**config.mk**
```make
export PLATFORM = sky130hd
export DESIGN_NAME = ofdm_pingpong_buf
export DESIGN_NICKNAME = d
export VERILOG_FILES = /design/src/rtl/ofdm_pingpong_buf.sv
export SDC_FILE = /design/constraint.sdc
export NUM_CORES = 2
export LEC_CHECK = 0
export CAP_MARGIN = 25
export CORE_UTILIZATION = 55
export CTS_CLUSTER_SIZE = 40
export DETAILED_ROUTE_END_ITERATION = 7
export HOLD_SLACK_MARGIN = 0.06
export PLACE_DENSITY = 0.76
export SYNTH_ARGS = -nofsm -noshare
export SYNTH_HDL_FRONTEND = slang
export SYNTH_SLANG_ARGS = --single-unit
export TNS_END_PERCENT = 5
```
**constraint.sdc**
```tcl
create_clock -name clk -period 3.14 [get_ports clk]
set_input_delay 0.314 -clock clk [delete_from_list [all_inputs] [get_ports clk]]
set_output_delay 0.314 -clock clk [all_outputs]
set_load 0.01 [all_outputs]
```
**src/rtl/ofdm_pingpong_buf.sv**
```systemverilog
// ofdm_pingpong_buf
//   Double-buffered multi-channel OFDM symbol buffer. A writer streams one
//   symbol (DEPTH entries of NUM_CH samples) into one bank while a reader
//   random-accesses the previously completed symbol in the other bank.
//   Bank ownership passes writer -> reader on symbol completion and
//   reader -> writer on release.
//
// Ports
//   clk, rst_n   rising-edge clock, asynchronous active-low reset
//   wr_valid     write sample present
//   wr_data      sample word, channel c at [c*DATA_W +: DATA_W]
//   wr_ready     current write bank is empty
//   wr_last      accepted write completed a symbol (combinational pulse)
//   rd_avail     current read bank holds a completed symbol
//   rd_en        read request
//   rd_addr      entry within the readable bank
//   rd_release   reader is done with the current bank
//   rd_data      registered read data (0 when no valid read)
//   rd_valid     rd_data holds a valid read
//   overflow     sticky: write attempted while wr_ready was low
module ofdm_pingpong_buf #(
  parameter int unsigned DATA_W = 13,
  parameter int unsigned DEPTH  = 36,
  parameter int unsigned ADDR_W = 6,
  parameter int unsigned NUM_CH = 2
) (
  input  logic                     clk,
  input  logic                     rst_n,
  input  logic                     wr_valid,
  input  logic [NUM_CH*DATA_W-1:0] wr_data,
  output logic                     wr_ready,
  output logic                     wr_last,
  output logic                     rd_avail,
  input  logic                     rd_en,
  input  logic [ADDR_W-1:0]        rd_addr,
  input  logic                     rd_release,
  output logic [NUM_CH*DATA_W-1:0] rd_data,
  output logic                     rd_valid,
  output logic                     overflow
);

  localparam int unsigned WordW = NUM_CH * DATA_W;
  localparam logic [ADDR_W-1:0] LastAddr = ADDR_W'(DEPTH - 1);

  // Storage is deliberately not reset.
  logic [WordW-1:0] mem_q [2][DEPTH];

  // full_q[b] set: bank b holds a completed symbol (readable or being read).
  logic [1:0]        full_q, full_d;
  logic              wr_bank_q, wr_bank_d;
  logic              rd_bank_q, rd_bank_d;
  logic [ADDR_W-1:0] wr_ptr_q, wr_ptr_d;
  logic [WordW-1:0]  rd_data_q, rd_data_d;
  logic              rd_valid_q, rd_valid_d;
  logic              overflow_q, overflow_d;

  logic wr_fire, wr_done, rd_hit, rel;

  always_comb begin
    wr_ready = ~full_q[wr_bank_q];
    rd_avail = full_q[rd_bank_q];
    wr_fire  = wr_valid & wr_ready;
    wr_done  = wr_fire & (wr_ptr_q == LastAddr);
    wr_last  = wr_done;
    rd_hit   = rd_en & rd_avail & (rd_addr <= LastAddr);
    rel      = rd_release & rd_avail;

    full_d     = full_q;
    wr_bank_d  = wr_bank_q;
    rd_bank_d  = rd_bank_q;
    wr_ptr_d   = wr_ptr_q;
    overflow_d = overflow_q | (wr_valid & ~wr_ready);
    rd_valid_d = rd_hit;
    // Read uses the pre-release bank; a same-cycle release applies afterwards.
    rd_data_d  = rd_hit ? mem_q[rd_bank_q][rd_addr] : '0;

    if (wr_fire) begin
      if (wr_done) begin
        wr_ptr_d          = '0;
        full_d[wr_bank_q] = 1'b1;
        wr_bank_d         = ~wr_bank_q;
      end else begin
        wr_ptr_d = wr_ptr_q + 1'b1;
      end
    end

    // A completing write and a release never target the same bank: the
    // write bank is empty while the read bank is full.
    if (rel) begin
      full_d[rd_bank_q] = 1'b0;
      rd_bank_d         = ~rd_bank_q;
    end
  end

  always_ff @(posedge clk or negedge rst_n) begin
    if (!rst_n) begin
      full_q     <= '0;
      wr_bank_q  <= 1'b0;
      rd_bank_q  <= 1'b0;
      wr_ptr_q   <= '0;
      rd_data_q  <= '0;
      rd_valid_q <= 1'b0;
      overflow_q <= 1'b0;
    end else begin
      full_q     <= full_d;
      wr_bank_q  <= wr_bank_d;
      rd_bank_q  <= rd_bank_d;
      wr_ptr_q   <= wr_ptr_d;
      rd_data_q  <= rd_data_d;
      rd_valid_q <= rd_valid_d;
      overflow_q <= overflow_d;
    end
  end

  always_ff @(posedge clk) begin
    if (wr_fire) begin
      mem_q[wr_bank_q][wr_ptr_q] <= wr_data;
    end
  end

  assign rd_data  = rd_data_q;
  assign rd_valid = rd_valid_q;
  assign overflow = overflow_q;

endmodule

```
# == Yosys cells after proc, flatten, opt, wreduce, memory -nomap -nowiden ==
# Memory sizes are Yosys's and may differ from the RTL's.
# Index checks and enable logic that the tools add are counted.
# op_classes
add_sub_neg,1
order_cmp,8
eq_ne,1
mux,20
n_bitwise,15
n_reduce_logical,4
# op_table
cell,n
two-way mux 936 bit,1
binary-select mux 26 bit (select 6 bit),1
demux 26 bit (select 6 bit),1
two-way mux 26 bit,4
"greater-or-equal comparator 7 bit, second input constant",2
inverter 6 -> 7 bit,2
"< comparator 7 x 1 -> 1 bit, second input constant",1
two-way mux 1 bit,7
"adder 6 x 1 -> 6 bit, second input constant",1
AND 1 bit,6
"== test 6 bit, second input constant",1
"less-or-equal comparator 6 bit, second input constant",1
two-way mux 2 bit,3
two-way mux 6 bit,1
"< comparator 1 x 2 -> 1 bit, second input constant",2
logical AND 1 bit,3
inverter 1 bit,3
AND 2 bit,1
demux 1 bit (select 1 bit),2
"greater-or-equal comparator 1 bit, second input constant",2
inverter 2 bit,1
OR 2 bit,1
AND reduction 2 bit,1
OR 1 bit,1
# word_totals
register_bits,38
mem_bits_rw,1872
inputBits,37
out_inout_bits,31
wordCells,57
memories,1
# memory_table
name,depth,width,read_ports,rd_clocked_by_memory_dff,wr,line,rtl
mem_q,2,936,1,0,1,46,logic [WordW-1:0] mem_q [2][DEPTH];

# == Longest topological paths before layout ==
# logic_depth
ltp_word,9
depth_mapped,12
ltp_nobuf,5

# == Least setup slack after synthesis ==
# OpenSTA, ideal clock, no wires.
# synth_path
path_kind,flip-flop to flip-flop
from,reg wr_bank_q
to,mem mem_q[1][260] (netlist bit) (enable)
setup_time_ns,0.409
arrival_ns,2.626
required_time_ns,2.731
setup_slack_ns,0.105
path_stages_with_launch,6
path_buffers,1
synth_period_minus_slack_ns,3.035
cell_sequence,dfrtp_1 -> mux2i_1 -> and2_1 -> clkbuf_1 -> nand3_1 -> nor2_1
# synth_via
elab_chain_cells,6
# synth_lines
element,line,rtl
start: declaration,50,"logic wr_bank_q, wr_bank_d;"
start signal: assignment,106,wr_bank_q <= wr_bank_d;
two-way mux 1 bit (implied by the code) (2 in a row),60,wr_ready = ~full_q[wr_bank_q];
inverter 1 bit,60,
named net wr_ready,31,"output logic wr_ready,"
AND 1 bit,62,wr_fire = wr_valid & wr_ready;
two-way mux 1 bit,116,if (wr_fire) begin
two-way mux 936 bit (implied by the code),117,mem_q[wr_bank_q][wr_ptr_q] <= wr_data;
end: declaration,46,
# The timed path passes the listed nets, and every way through them passes these cells. The select of a mux whose other input is x is not followed.

# == Final worst setup path ==
# layout_path
from,reg rd_bank_q
to,reg rd_data_q[17] (netlist: rd_data[17])
# layout_via
elab_chain_cells,5
elab_cells_between_ends,9
cone_classes,6 x mux; 2 x bitwise; 1 x memory
# layout_lines
element,line,rtl
start: declaration,51,"logic rd_bank_q, rd_bank_d;"
start signal: assignment,107,rd_bank_q <= rd_bank_d;
memory read (2 x 936 bit) or two-way mux 1 bit (tied branches),--,
binary-select mux 26 bit (select 6 bit) or two-way mux 1 bit (tied branches),"75, 61",
two-way mux 26 bit (implied by the code) or AND 1 bit (tied branches) (2 in a row),"75, 65",
two-way mux 26 bit *,75,rd_data_d = rd_hit ? mem_q[rd_bank_q][rd_addr] : '0;
named net rd_data_d[17],53,"logic [WordW-1:0] rd_data_q, rd_data_d;"
end signal: assignment,109,rd_data_q <= rd_data_d;
end: declaration,53,
# The timed path passes the listed nets; every way through them passes the cells marked *. The select of a mux whose other input is x is not followed.
# A chain may end at the register's enable or synchronous reset.

==> qor.csv <==
stage,metric,value,unit
global_route,grt_pass1_vias,36800,
floorplan,fp.dieW,366,microns
setup_path,criticalPathCategory,register to register,
synth,ys_warn_count,0,
timing,rsz0062_at_grt,false,
drt,avgRoutedWirePerCell,37.3,microns
global_route,track_usage,30.1,%
synth,yosys.area_share.simple,1.46,%
synth,synth_xor_area_share,0.0482,%
synth,synthAdderAreaFrac,0.0172,%
place,dp.cells,4958,
clock_network,root_buffer,clkbuf_16,
floorplan,ios,68,
timing,setup_slack,-0.00107,ns
clock_network,cts_buffers,181,
synth,synth_compound_area_share,1.27,%
synth,synth_flop_cell,edfxtp_1,
place,numPortBuffers,67,
status,status,finished with violations,
floorplan,die_area,134000,sq um
synth,syn-cell-area,72700,sq um
drt,avgViaCountPerCell,6.87,
power,vdd_drop_max,580,uV
clock_network,cts_max_level,4,
clock_network,worstSkewPairLatency,0.82,ns
synth,syn_nets,3082,
power,powerDensity,642,nW/um^2
power,leakagePower,26.4,nW
setup_path,crit_fanout,42,
place,hpwl,114,mm
synth,async_flop_share,1.99,%
min_path,min_path_type,input port to register,
setup_path,startpoint_type,register,
cells_and_area,nFillCells,7969,
timing,finClkSkew,0.0343,ns
clock_network,clock_sinks,1910,
timing,hold_violations,0,
synth,synthMuxAreaShare,17.4,%
min_path,hold_start,wr_data[4],
global_route,grt_pass1_wl,276,mm
run,maxCapViolations,0,
drt,drt_first_iter_violations,6477,
setup_path,worst_setup_path_end_kind,register,
synth,avgSynthCellArea,23.9,sq um
cells_and_area,finalNetCount,3445,
timing,maxSlewViolCount,0,
timing,period_share,100,%
cells_and_area,drive_above_1_share,32.9,%
setup_path,cp_data_arrival_time,3.80,ns
floorplan,coreArea,131000,sq um
global_route,grt_max_degree,73,
synth,synth-seq-cells,1910,
drt,ant_nets,0,
timing,setup_violations,1,
drt,vias,36500,
drt,drc,0,
clock_network,cts_tree,yes,
status,violations,setup timing,
timing,clock.fmax,0.318,GHz
timing,worstMarginPinSlew,1.20,ns
timing,max_slew_margin,19.5,%
synth,synth.distinct_cells,45,
global_route,overflow,0,
clock_network,clkTransAtPathRegs,0.06,ns
floorplan,initial_core_util,55.4,%
place,gp_congestion,0.861,
floorplan,rows,133,
synth,synth_top_family_by_area,multiplexers,
floorplan,die_y,366,microns
setup_path,critPathRequiredTime,3.80,ns
timing,post-route-min-period,3.14,ns
place,pre_cts_slack,0.0288,ns
synth,yosysSeqAreaShare,78.6,%
clock_network,clockBufferDepth,3,
setup_path,r2r-start,rd_bank_q,
drt,routed_wl,198,mm
synth,synth-edff-count,1872,
synth,syn_inst,3044,
cells_and_area,final_cells,5316,
setup_path,critPathLaunch,rd_bank_q,
drt,first_pass_iters,5,
cells_and_area,areaGrowthSynthToFinish,15.7,%
global_route,antenna_found_initial,15,
[worst paths after layout]
path	slack, ns	cells past startpoint	end
worst max register to register	-0.001	5	rd_data[17]
worst min-delay path	0.07	1	mem_q[1][56]
worst min register to register	0.50	1	overflow
min in group asynchronous	0.21	3	rd_data[17]
worst max-delay path	-0.001	5	rd_data[17]
max in group asynchronous	1.40	3	rd_bank_q
[timing repair]
item / CTS / global route
gates resized for setup: 1 / 1
hold buffers: 8 / 6
endpoints found under the hold margin: 212 / 80
setup buffers: 0 / 0
pin swaps: 0 / 0
setup endpoints to repair: 1 / 1
[critical path, cell delays in order, from the launching register on]
cell and delay [ns]:
dfrtp_4 0.48, buf_12 0.33, mux4_2 0.59, mux4_2 0.49, a31oi_1 0.91, nand3_1 0.15
[cell type report]
class / instances / area (sq um) / share of cell area (%)
Antenna cell: 2 / 5.00 / 0.00595
Clock buffer: 225 / 4750 / 5.65
Clock inverter: 110 / 1220 / 1.45
Inverter: 3 / 11.3 / 0.0134
Multi-Input combinational cell: 973 / 15000 / 17.8
Sequential cell: 1910 / 57200 / 67.9
Tap cell: 1755 / 2200 / 2.61
Timing Repair Buffer: 338 / 3810 / 4.52
[kinds of logic after synthesis]
kind of cell | count (synthesis)
flip-flops | 1910
buffers and inverters | 161
AO/OA/AOI/OAI | 128
multiplexers | 610
adder cells (fa/ha/maj) | 1
XOR/XNOR | 4
AND/OR/NAND/NOR | 230
[routing by layer]
| layer | vias to the layer above | share of wire (%) | global-route usage [%] |
|---|---|---|---|
| met3 | 540 | 14 | 8.32 |
| li1 | 13800 | - | - |
| met4 | 16 | 5.3 | 14.1 |
| met2 | 3089 | 48 | 47.6 |
| met5 | - | 0.10 | 0 |
| met1 | 19000 | 33 | 39.3 |
[state kept, by name, indices dropped and copies added, names as in the netlist]
register,count
mem_q,1872
rd_data,26
wr_ptr_q,6
full_q,2
overflow,1
rd_bank_q,1
rd_valid,1
wr_bank_q,1
[metrics by stage]
step | cell area, sq um | util (%) | total power, W | TNS, ns | hold slack [ns]
CTS | 84000 | 64.0 | 0.0541 | 0 | 0.0613
floorplan | 72700 | - | 0.0307 | 0 | 0.0184
global placement | 77900 | 59.3 | 0.0324 | 0 | 0.350
detailed placement | 77900 | 59.3 | 0.0325 | 0 | 0.358
finish | 84200 | 64.1 | 0.0540 | -0.00107 | 0.0679
global route | 84200 | 64.1 | 0.0552 | 0 | 0.0742
[cell usage after synthesis, drive strengths merged (7+ instances only)]
| cell | instances | area share (%) |
|---|---|---|
| mux2i | 71 | 0.98 |
| nand3 | 14 | 0.096 |
| a22oi | 21 | 0.22 |
| nand2 | 51 | 0.26 |
| nand2b | 9 | 0.077 |
| nor2b | 16 | 0.14 |
| o32ai | 20 | 0.24 |
| dfrtp | 38 | 1.3 |
| o21ai | 12 | 0.083 |
| nor3 | 17 | 0.12 |
| mux4 | 522 | 16 |
| mux2 | 17 | 0.26 |
| o211ai | 7 | 0.072 |
| edfxtp | 1872 | 77 |
| o22ai | 19 | 0.16 |
| nor2 | 93 | 0.48 |
| buf | 115 | 0.95 |
| clkbuf | 43 | 0.22 |
| a211oi | 25 | 0.26 |
[cell usage in the layout (no fill, tap or decap), drive strengths merged, types with 7 or more instances in the layout]
cell / Yosys / final
bufinv: 0 / 17
nand2: 51 / 51
clkdlybuf4s50: 0 / 35
inv: 3 / 15
clkbuf: 43 / 226
dfrtp: 38 / 38
a22oi: 21 / 21
edfxtp: 1872 / 1872
o211ai: 7 / 7
mux2: 17 / 17
buf: 115 / 287
nor2: 93 / 93
nand3: 14 / 14
nor3: 17 / 17
clkinv: 0 / 72
clkinvlp: 0 / 9
o22ai: 19 / 19
mux2i: 71 / 71
nor2b: 16 / 16
mux4: 522 / 522
a211oi: 25 / 25
o21ai: 12 / 12
nand2b: 9 / 9
dlygate4sd3: 0 / 14
o32ai: 20 / 20
[report_power, final]
group / switching, W / total (W) / leakage [nW] / internal [W]
clock network: 0.00960 / 0.0219 / 2.90 / 0.0123
registers: 0.000231 / 0.0290 / 17.3 / 0.0287
logic: 0.00220 / 0.00318 / 6.11 / 0.000979
Power figures use the tool's default switching activity.
